--- config.mk ---
export PLATFORM = sky130hd
export DESIGN_NAME = pe_traffic_node_flat
export DESIGN_NICKNAME = d
export VERILOG_FILES = /design/src/rtl/pe_traffic_node_if.sv /design/src/rtl/pe_traffic_node.sv /design/src/flat_wrapper.sv
export SDC_FILE = /design/constraint.sdc
export NUM_CORES = 1
export LEC_CHECK = 0
export ABC_CLOCK_PERIOD_IN_PS = 3400
export CORE_MARGIN = 2
export CORE_UTILIZATION = 51
export CTS_BUF_LIST = sky130_fd_sc_hd__clkbuf_16
export DETAILED_ROUTE_END_ITERATION = 6
export PLACE_DENSITY_LB_ADDON = 0.08
export SLEW_MARGIN = 20
export SYNTH_ARGS = -nofsm -noshare
export SYNTH_HDL_FRONTEND = slang
export SYNTH_SLANG_ARGS = --single-unit
--- constraint.sdc ---
create_clock -name clk -period 3.4 [get_ports clk]
set_input_delay 0.68 -clock clk [delete_from_list [all_inputs] [get_ports clk]]
set_output_delay 0.68 -clock clk [all_outputs]
set_load 0.02 [all_outputs]
--- src/rtl/pe_traffic_node_if.sv ---
// Local-port link between a NoC router and its processing-element traffic node.
// master = node side (drives tx data/valid and rx ready), slave = router side.
interface pe_traffic_node_if #(
  parameter int DATA_W = 32
);
  logic [DATA_W-1:0] tx_data;
  logic              tx_valid;
  logic              tx_ready;
  logic [DATA_W-1:0] rx_data;
  logic              rx_valid;
  logic              rx_ready;

  modport master (
    output tx_data, tx_valid, rx_ready,
    input  tx_ready, rx_data, rx_valid
  );

  modport slave (
    input  tx_data, tx_valid, rx_ready,
    output tx_ready, rx_data, rx_valid
  );
endinterface

--- src/rtl/pe_traffic_node.sv ---
// NoC PE traffic node: injects PKT_LIMIT packets {dest, src, seq} and counts received packets.
// Optional in-order receive checker with o_err_count is enabled by defining PE_RX_CHECK_EN.
//
// state   | meaning
// S_IDLE  | waiting for i_en
// S_DELAY | start-up idle cycles before the first packet
// S_SEND  | packet held on tx_data with tx_valid=1 until accepted
// S_GAP   | idle cycles after an accepted packet
// S_DONE  | all packets accepted; terminal until reset
module pe_traffic_node #(
  parameter int          ADDRESS     = 0,
  parameter int          NUM_PE      = 4,
  parameter int          DATA_W      = 32,
  parameter int          ADDR_W      = 8,
  parameter int          PKT_LIMIT   = 100,
  parameter int          START_DELAY = 12,
  parameter int          GAP         = 0,
  parameter int          MODE        = 0,
  parameter int          FIXED_DEST  = 0,
  parameter logic [15:0] LFSR_SEED   = 16'hACE1
) (
  input  logic                     clk,
  input  logic                     rst,
  input  logic                     i_en,
  pe_traffic_node_if.master        io_noc,
  output logic                     o_tx_done,
  output logic [15:0]              o_tx_count,
  output logic [15:0]              o_rx_count
`ifdef PE_RX_CHECK_EN
  ,
  output logic [15:0]              o_err_count
`endif
);

  localparam int          SEQ_W      = DATA_W - 2*ADDR_W;
  localparam logic [15:0] SEED_RAW   = LFSR_SEED ^ 16'(ADDRESS);
  localparam logic [15:0] SEED       = (SEED_RAW == 16'h0) ? 16'h0001 : SEED_RAW;
  localparam logic [15:0] NUM_PE16   = 16'(NUM_PE);
  localparam logic [ADDR_W-1:0] SRC        = ADDR_W'(ADDRESS);
  localparam logic [ADDR_W-1:0] DEST_FIXED = ADDR_W'(FIXED_DEST);
  localparam logic [ADDR_W-1:0] RR_FIRST   = ADDR_W'((ADDRESS + 1) % NUM_PE);
  localparam logic [ADDR_W-1:0] RR_LAST    = ADDR_W'(NUM_PE - 1);
  localparam logic [15:0] LAST_IDX   = 16'(PKT_LIMIT - 1);
  localparam logic [15:0] DELAY_LOAD = 16'((START_DELAY > 0) ? START_DELAY - 1 : 0);
  localparam logic [15:0] GAP_LOAD   = 16'((GAP > 0) ? GAP - 1 : 0);

  typedef enum logic [2:0] {S_IDLE, S_DELAY, S_SEND, S_GAP, S_DONE} state_t;

  state_t            r_state;
  logic [15:0]       r_timer;
  logic [15:0]       r_idx;
  logic [15:0]       r_lfsr;
  logic [ADDR_W-1:0] r_rr;
  logic [DATA_W-1:0] r_data;
  logic              r_valid;
  logic              r_done;
  logic [15:0]       r_tx_count;
  logic              r_rdy;
  logic [15:0]       r_rx_count;

  logic              w_accept;
  logic [15:0]       w_lfsr_nxt;
  logic [ADDR_W-1:0] w_rr_nxt;

  // Galois form of x^16+x^14+x^13+x^11+1
  function automatic logic [15:0] lfsr_step(input logic [15:0] v);
    return v[0] ? ((v >> 1) ^ 16'hB400) : (v >> 1);
  endfunction

  function automatic logic [ADDR_W-1:0] pick_dest(input logic [15:0] lfsr,
                                                  input logic [ADDR_W-1:0] rr);
    if (MODE == 0)      return ADDR_W'(lfsr % NUM_PE16);
    else if (MODE == 1) return rr;
    else                return DEST_FIXED;
  endfunction

  function automatic logic [DATA_W-1:0] make_pkt(input logic [15:0] idx,
                                                 input logic [15:0] lfsr,
                                                 input logic [ADDR_W-1:0] rr);
    return {pick_dest(lfsr, rr), SRC, SEQ_W'(idx)};
  endfunction

  assign w_accept   = r_valid & io_noc.tx_ready;
  assign w_lfsr_nxt = lfsr_step(r_lfsr);
  assign w_rr_nxt   = (r_rr == RR_LAST) ? '0 : r_rr + 1'b1;

  always_ff @(posedge clk or negedge rst) begin
    if (!rst) begin
      r_state    <= S_IDLE;
      r_timer    <= '0;
      r_idx      <= '0;
      r_lfsr     <= SEED;
      r_rr       <= RR_FIRST;
      r_data     <= '0;
      r_valid    <= 1'b0;
      r_done     <= 1'b0;
      r_tx_count <= '0;
    end else begin
      case (r_state)
        S_IDLE: begin
          if (i_en) begin
            if (START_DELAY == 0) begin
              r_state <= S_SEND;
              r_valid <= 1'b1;
              r_data  <= make_pkt(r_idx, r_lfsr, r_rr);
            end else begin
              r_state <= S_DELAY;
              r_timer <= DELAY_LOAD;
            end
          end
        end
        S_DELAY, S_GAP: begin
          if (r_timer == 16'd0) begin
            r_state <= S_SEND;
            r_valid <= 1'b1;
            r_data  <= make_pkt(r_idx, r_lfsr, r_rr);
          end else begin
            r_timer <= r_timer - 16'd1;
          end
        end
        S_SEND: begin
          if (w_accept) begin
            r_tx_count <= r_tx_count + 16'd1;
            r_idx      <= r_idx + 16'd1;
            r_lfsr     <= w_lfsr_nxt;
            r_rr       <= w_rr_nxt;
            if (r_idx == LAST_IDX) begin
              r_state <= S_DONE;
              r_valid <= 1'b0;
              r_done  <= 1'b1;
            end else if (GAP == 0) begin
              // back-to-back: next packet built from the post-accept index and LFSR
              r_data <= make_pkt(r_idx + 16'd1, w_lfsr_nxt, w_rr_nxt);
            end else begin
              r_state <= S_GAP;
              r_valid <= 1'b0;
              r_timer <= GAP_LOAD;
            end
          end
        end
        S_DONE:  r_state <= S_DONE;
        default: r_state <= S_IDLE;
      endcase
    end
  end

  always_ff @(posedge clk or negedge rst) begin
    if (!rst) begin
      r_rdy      <= 1'b0;
      r_rx_count <= '0;
    end else begin
      r_rdy <= 1'b1;
      if (io_noc.rx_valid && (r_rx_count != 16'hFFFF)) r_rx_count <= r_rx_count + 16'd1;
    end
  end

`ifdef PE_RX_CHECK_EN
  localparam int PE_IDX_W = (NUM_PE > 1) ? $clog2(NUM_PE) : 1;

  logic [SEQ_W-1:0]    r_exp [NUM_PE];
  logic [15:0]         r_err_count;
  logic [ADDR_W-1:0]   w_rx_dest;
  logic [ADDR_W-1:0]   w_rx_src;
  logic [SEQ_W-1:0]    w_rx_seq;
  logic [PE_IDX_W-1:0] w_src_idx;
  logic                w_src_ok;
  logic [SEQ_W-1:0]    w_exp_seq;
  logic                w_rx_err;

  assign w_rx_dest = io_noc.rx_data[DATA_W-1 -: ADDR_W];
  assign w_rx_src  = io_noc.rx_data[DATA_W-ADDR_W-1 -: ADDR_W];
  assign w_rx_seq  = io_noc.rx_data[SEQ_W-1:0];
  assign w_src_idx = PE_IDX_W'(w_rx_src);
  assign w_src_ok  = 32'(w_rx_src) < 32'(NUM_PE);
  assign w_exp_seq = w_src_ok ? r_exp[w_src_idx] : '0;
  assign w_rx_err  = !w_src_ok || (w_rx_dest != SRC) || (w_rx_seq != w_exp_seq);

  // Expected seq resyncs to seq+1 on every packet so one gap yields one error
  always_ff @(posedge clk or negedge rst) begin
    if (!rst) begin
      r_err_count <= '0;
      for (int i = 0; i < NUM_PE; i++) r_exp[i] <= '0;
    end else if (io_noc.rx_valid) begin
      if (w_rx_err && (r_err_count != 16'hFFFF)) r_err_count <= r_err_count + 16'd1;
      if (w_src_ok) r_exp[w_src_idx] <= w_rx_seq + 1'b1;
    end
  end

  assign o_err_count = r_err_count;
`else
  logic w_unused_rx;
  assign w_unused_rx = ^io_noc.rx_data;
`endif

  assign io_noc.tx_data  = r_data;
  assign io_noc.tx_valid = r_valid;
  assign io_noc.rx_ready = r_rdy;
  assign o_tx_done       = r_done;
  assign o_tx_count      = r_tx_count;
  assign o_rx_count      = r_rx_count;

endmodule

--- src/flat_wrapper.sv ---
// flat-port wrapper written by rule: the top's interface ports become plain ports
module pe_traffic_node_flat 
#(
  parameter int          ADDRESS     = 0,
  parameter int          NUM_PE      = 4,
  parameter int          DATA_W      = 32,
  parameter int          ADDR_W      = 8,
  parameter int          PKT_LIMIT   = 100,
  parameter int          START_DELAY = 12,
  parameter int          GAP         = 0,
  parameter int          MODE        = 0,
  parameter int          FIXED_DEST  = 0,
  parameter logic [15:0] LFSR_SEED   = 16'hACE1
)
  (clk, rst, i_en, o_tx_done, o_tx_count, o_rx_count, io_noc_tx_data, io_noc_tx_valid, io_noc_rx_ready, io_noc_tx_ready, io_noc_rx_data, io_noc_rx_valid);
  pe_traffic_node_if #(.DATA_W(DATA_W)) io_noc_i ();
  input  logic clk;
  input  logic rst;
  input  logic i_en;
  output logic o_tx_done;
  output logic [15:0] o_tx_count;
  output logic [15:0] o_rx_count;
  output wire logic [$bits(io_noc_i.tx_data)-1:0] io_noc_tx_data;
  output wire logic [$bits(io_noc_i.tx_valid)-1:0] io_noc_tx_valid;
  output wire logic [$bits(io_noc_i.rx_ready)-1:0] io_noc_rx_ready;
  input wire logic [$bits(io_noc_i.tx_ready)-1:0] io_noc_tx_ready;
  input wire logic [$bits(io_noc_i.rx_data)-1:0] io_noc_rx_data;
  input wire logic [$bits(io_noc_i.rx_valid)-1:0] io_noc_rx_valid;
  assign io_noc_tx_data = io_noc_i.tx_data;
  assign io_noc_tx_valid = io_noc_i.tx_valid;
  assign io_noc_rx_ready = io_noc_i.rx_ready;
  assign io_noc_i.tx_ready = io_noc_tx_ready;
  assign io_noc_i.rx_data = io_noc_rx_data;
  assign io_noc_i.rx_valid = io_noc_rx_valid;
  pe_traffic_node #(.ADDRESS(ADDRESS), .NUM_PE(NUM_PE), .DATA_W(DATA_W), .ADDR_W(ADDR_W), .PKT_LIMIT(PKT_LIMIT), .START_DELAY(START_DELAY), .GAP(GAP), .MODE(MODE), .FIXED_DEST(FIXED_DEST), .LFSR_SEED(LFSR_SEED)) u_core (.clk(clk), .rst(rst), .i_en(i_en), .io_noc(io_noc_i), .o_tx_done(o_tx_done), .o_tx_count(o_tx_count), .o_rx_count(o_rx_count));
endmodule
* Word level (Yosys, flattened, before mapping) *
Index checks and enable logic that the tools add are counted.

cells by class
  add/subtract/negate cells = 4
  equality and inequality tests = 12
  muxes and demuxes = 17
  bitwise operators = 2
  reductions and logical operators = 12

operators with widths
  cell                                                                    count
  32-bit 2-to-1 mux                                                       3
  32-bit one-hot mux with 2 select lines                                  1
  16-bit by 1-bit adder with 16-bit output, second input constant         3
  16-bit 2-to-1 mux                                                       3
  16-bit one-hot mux with 2 select lines                                  1
  16-bit by 7-bit equality test with 1-bit output, second input constant  1
  16-bit zero test                                                        1
  16-bit != test, second input constant                                   1
  16-bit by 1-bit subtractor with 16-bit output, second input constant    1
  3-bit 2-to-1 mux                                                        4
  3-bit one-hot mux with 4 select lines                                   1
  4-bit AND reduction                                                     3
  3-bit by 2-bit equality test with 1-bit output, second input constant   2
  2-bit by 1-bit != test with 1-bit output, second input constant         3
  2-bit != test, second input constant                                    3
  3-bit AND reduction                                                     2
  3-bit NOT with 4-bit output                                             1
  2-bit nonzero test                                                      2
  3-bit by 1-bit equality test with 1-bit output, second input constant   1
  3-bit equality test, second input constant                              1
  3-bit zero test                                                         1
  1-bit 2-to-1 mux                                                        3
  1-bit one-hot mux with 2 select lines                                   1
  2-bit AND reduction                                                     1
  3 further kinds                                                         3

word-level totals
  register bits after elaboration = 118
  input bits = 37
  output and inout port bits = 67
  word-level logic and storage cells = 57

* Depth between registers and ports, before layout *
  depth in word-level cells = 5
  depth in mapped cells = 8
  depth with buffers taken out = 6

* Least setup slack after synthesis *
No wires, ideal clock.

  kind = flip-flop to flip-flop
  start point = reg u_core.r_timer[11]
  end point = reg u_core.r_data[10] (netlist: u_core.io_noc.tx_data[10])
  setup time = 0.125 ns
  arrival time = 2.337 ns
  data required time = 3.275 ns
  path slack = 0.938 ns
  cell stages (with the launch flop) = 7
  clock period less this slack = 2.462 ns
  path through = dfrtp_1 or3_4 nor4b_4 a41oi_2 nor3_4 buf_6 mux2_2

on the way
  cells in the longest elaborated chain, start to end = 3

ends and longest elaborated chain
  element                                                    RTL line                RTL
  from (decl)                                                pe_traffic_node.sv:50   logic [15:0] r_timer;
  from (signal assigned)                                     pe_traffic_node.sv:118  r_timer <= r_timer - 16'd1;
  16-bit zero test                                           pe_traffic_node.sv:113  if (r_timer == 16'd0) begin
  2-bit by 1-bit != test with 1-bit output (no source line)  --
  4-bit AND reduction (no source line)                       --
  to (signal assigned)                                       pe_traffic_node.sv:105  r_data <= make_pkt(r_idx, r_lfsr, r_rr);
  to (signal assigned)                                       pe_traffic_node.sv:116  r_data <= make_pkt(r_idx, r_lfsr, r_rr);
  to (signal assigned)                                       pe_traffic_node.sv:133  r_data <= make_pkt(r_idx + 16'd1, w_lfsr_nxt, w_rr_nxt);
  to (decl)                                                  pe_traffic_node.sv:54   logic [DATA_W-1:0] r_data;

No other way between the ends.
A chain may end at the register's enable or synchronous reset.

* Worst setup path in the final report *
  start point = reg u_core.r_timer[11]
  end point = reg u_core.r_data[3] (netlist: u_core.io_noc.tx_data[3])

Same word-level chain as after synthesis.

==> results.tsv <==
stage	metric	value	unit
placement	IO Port Bufs	57	
setup_path	Worst Path Max Fanout	18	
setup_path	worst r2r path cells	7	
timing	fin crit period	2.44	ns
logic_synthesis	Yosys reg bits	104	
die	# IOs	104	
setup_path	start of the worst register-to-register path	u_core.r_timer[11]	
logic_synthesis	syn avg cell area	10.2	um2
pwr	Clk pwr share	25.2	%
logic_synthesis	most frequent cells after synthesis	dfrtp_1 (96), nand2_1 (93), xnor2_1 (45)	
logic_synthesis	synthesized instance count	489	
logic_synthesis	Yosys warning total	0	
clock_tree	clock sinks	104	
clock_tree	worst skew pair latency	0.34	ns
placement	dpl hpwl	6430	um
timing	max-slew violations	0	
timing	Final Setup Violations	0	
setup_path	worst-path cell chain	or3_4 -> nor4b_4 -> buf_4 -> a41oi_2 -> nor3_4 -> buf_4 -> mux2_2	
pwr	VDD IR max	0.322	mV
logic_synthesis	number of library cell types mapped by synthesis	53	
logic_synthesis	area leader, netlist	dfrtp_1	
logic_synthesis	top cells by area, synth	dfrtp_1 (48%), xnor2_1 (7.9%), nand2_1 (7.0%), mux2_2 (4.3%), dfstp_2 (4.2%)	
die	die width	103	um
detailed_routing	Vias	3571	
pwr	Logic pwr share	30.4	%
detailed_routing	Routed Antenna Nets	0	
detailed_routing	Initial DRT Pass Iterations	5	
timing	RSZ-0062 raised after global routing	no	
grt	GRT Total Usage	19.1	%
grt	initial antenna violation count	0	
run_status	status	finished, final reports clean	
logic_synthesis	ys flop type	dfrtp_1	
die	initial core utilization	51.8	%
setup_path	Worst setup SP type	flop	
grt	met3 Track Usage GR	3.53	%
timing	fmax	0.409	GHz
run	max cap viols	0	
grt	most used routing layer	met2	
setup_path	critical path class	flop to flop	
detailed_routing	WL final	9450	um
grt	first-pass GRT wire length	16000	um
setup_path	Critical-path top delay cell	dfrtp_1	
finish	P&R area growth vs syn	19.5	%
logic_synthesis	number of synthesized flops with an enable pin	0	
setup_path	Buf/Inv on CP	2	
setup_path	delay-heaviest family, CP	simple AND/OR/NAND/NOR gates	
detailed_routing	DR DRC count	0	
clock_tree	# resized after CTS	0	
detailed_routing	routed len/inst	13.7	um
grt	vias in the first global route	3323	
timing	Max-slew headroom	51.2	%
clock_tree	CTS tree	done	
setup_path	Stages on worst setup path	7	
timing	Slew @ Worst Pin	0.732	ns
timing	post-route setup TNS	0	ns
grt	routing usage on met1	26.4	%
pwr	PD cells	647	nW/um2
grt	largest net degree at the start of global routing	82	
pwr	Static Leakage	2.72	nW
pwr	fraction of power spent switching nets	35.3	%
logic_synthesis	top-count cell post-synth	dfrtp_1	
setup_path	slowest cell delay on critical path	0.42	ns
clock_tree	CTS Buffer Depth	2	
timing	Final Hold Fails	0	
clock_tree	clock root buffer master	clkbuf_16	
detailed_routing	DR vias/cell	5.19	
pwr	Psw	0.00136	W
timing	Final Skew	0.00809	ns
logic_synthesis	area fraction of the dominant cell type after synthesis	48.1	%
timing	crit share post-route	71.9	%
finish	share of cells above drive strength 1	11.2	%
finish	fin nets	591	
logic_synthesis	async set-or-reset flop fraction in the synthesized netlist	100	%
clock_tree	CTS Buf Count	9	
hold_path	Hold Path Class	input pin to asynchronous set/reset pin	
logic_synthesis	sequential fraction of the synthesis area	52.3	%
pwr	Power Internal	0.00250	W
die	Core ar.	9640	um2
grt	grt ovf	0	
grt	met2 Usage GRT	31.1	%
die	Die Y	103	um
setup_path	r2r endpoint	u_core.io_noc.tx_data[3]	
clock_tree	Hold Buf Count CTS	0	
pwr	Reg power frac	44.3	%
die	# rows	36	
pwr	Power Total	0.00386	W
die	Die Area	10600	um2
finish	ANT cells	0	
detailed_routing	Initial DRC Count	188	
setup_path	most used cell, CP	buf_4	
clock_tree	H-tree lvl count	3	
logic_synthesis	Synth Cell Area	5000	um2
clock_tree	Clk pin slew, worst setup/hold paths	0.07	ns
clock_tree	# Post-CTS Setup Buffers	0	
setup_path	reg-to-reg slack, setup	0.96	ns
setup_path	Worst Path Required	3.61	ns
setup_path	Critical Path AT	2.66	ns
setup_path	CP endpoint kind	flop	
placement	gpl congestion	0.821	
worst reg2reg max path, delay by kind of cell (launching register included):
family                 cells  cell delay [ns]
multiplexers               1             0.39
flip-flops                 1             0.42
buffers and inverters      2             0.48
AO/OA/AOI/OAI              1             0.18
AND/OR/NAND/NOR            3             0.85
routing by layer:
layer | vias up | part of all wire (%) | wire length (um)
met5 | - | 0 | 0
met2 | 51 | 49 | 4650
met1 | 1756 | 48 | 4490
li1 | 1758 | - | -
met4 | 0 | 0.72 | 68
met3 | 6 | 2.5 | 238
sequential cells by signal, summed over array words and instances (netlist names):
signal,flops
u_core.io_noc.rx_ready,1
u_core.io_noc.tx_data,18
u_core.io_noc.tx_valid,1
u_core.o_rx_count,16
u_core.o_tx_count,16
u_core.o_tx_done,1
u_core.r_idx,16
u_core.r_lfsr,16
u_core.r_state,3
u_core.r_timer,16
final cells by class:
type / instances / area (um2)
Multi-Input combinational cell: 358 / 2220
Inverter: 9 / 33.8
Timing Repair Buffer: 68 / 654
Sequential cell: 104 / 2610
Fill cell: 846 / 3670
Clock buffer: 9 / 225
Tap cell: 133 / 166
Clock inverter: 7 / 53.8
power by group through the flow:
stage | clock (W) | combinational [W] | sequential [W]
after floorplan | 0 | 0.000726 | 0.00177
after global placement | 0 | 0.00116 | 0.00172
after detailed placement | 0 | 0.00118 | 0.00173
after CTS | 0.00101 | 0.00119 | 0.00171
after global routing | 0.00106 | 0.00130 | 0.00176
final | 0.000975 | 0.00117 | 0.00171
metrics by stage:
stage	setup slack (ns)	hold slack, ns	instance area, um2	util (%)	instances
after floorplan	0.938	0.384	5040	-	502
after global placement	0.972	0.440	5690	59.0	672
after detailed placement	0.964	0.445	5690	59.0	672
after CTS	0.940	0.456	5960	61.9	688
after global routing	0.824	0.445	5970	61.9	688
final	0.956	0.360	5970	61.9	688
cell usage in the layout, fill, tap and decap left out, types with 4 or more instances in the layout:
master / instances
a21oi_1: 9
dfstp_2: 8
nor2_1: 33
nand2_1: 93
clkbuf_16: 9
o21ai_0: 8
mux2_2: 19
nor3_1: 13
conb_1: 15
xnor2_1: 45
dfrtp_1: 96
and4_1: 5
ha_1: 4
nand4_1: 11
nor4_1: 6
and3_1: 11
xor2_1: 22
clkdlybuf4s50_1: 56
buf_4: 11
nand3_1: 27
inv_1: 9
cell families (layout without fill, tap and decap cells):
group	Yosys count	count (layout)	synth area share, %
compound gates	33	33	4.51
xor+xnor	67	67	11.7
fa+ha+maj	4	4	1.00
buf+inv	40	93	4.21
flops	104	104	52.3
mux	22	22	4.88
other cells	2	15	0.150
simple gates	217	217	21.2
worst max-delay path by stage:
stage,to,slack (ns),from
finish,u_core.io_noc.tx_data[3],0.96,u_core.r_timer[11]
detailed placement,u_core.io_noc.tx_data[25],0.96,io_noc_tx_ready
global route,u_core.io_noc.tx_data[3],0.82,u_core.r_timer[11]
global placement,u_core.io_noc.tx_data[24],0.97,io_noc_tx_ready
floorplan,u_core.io_noc.tx_data[10],0.94,u_core.r_timer[11]
CTS,u_core.io_noc.tx_data[3],0.94,u_core.r_timer[11]
No activity file was read; power rests on OpenSTA's default activity.
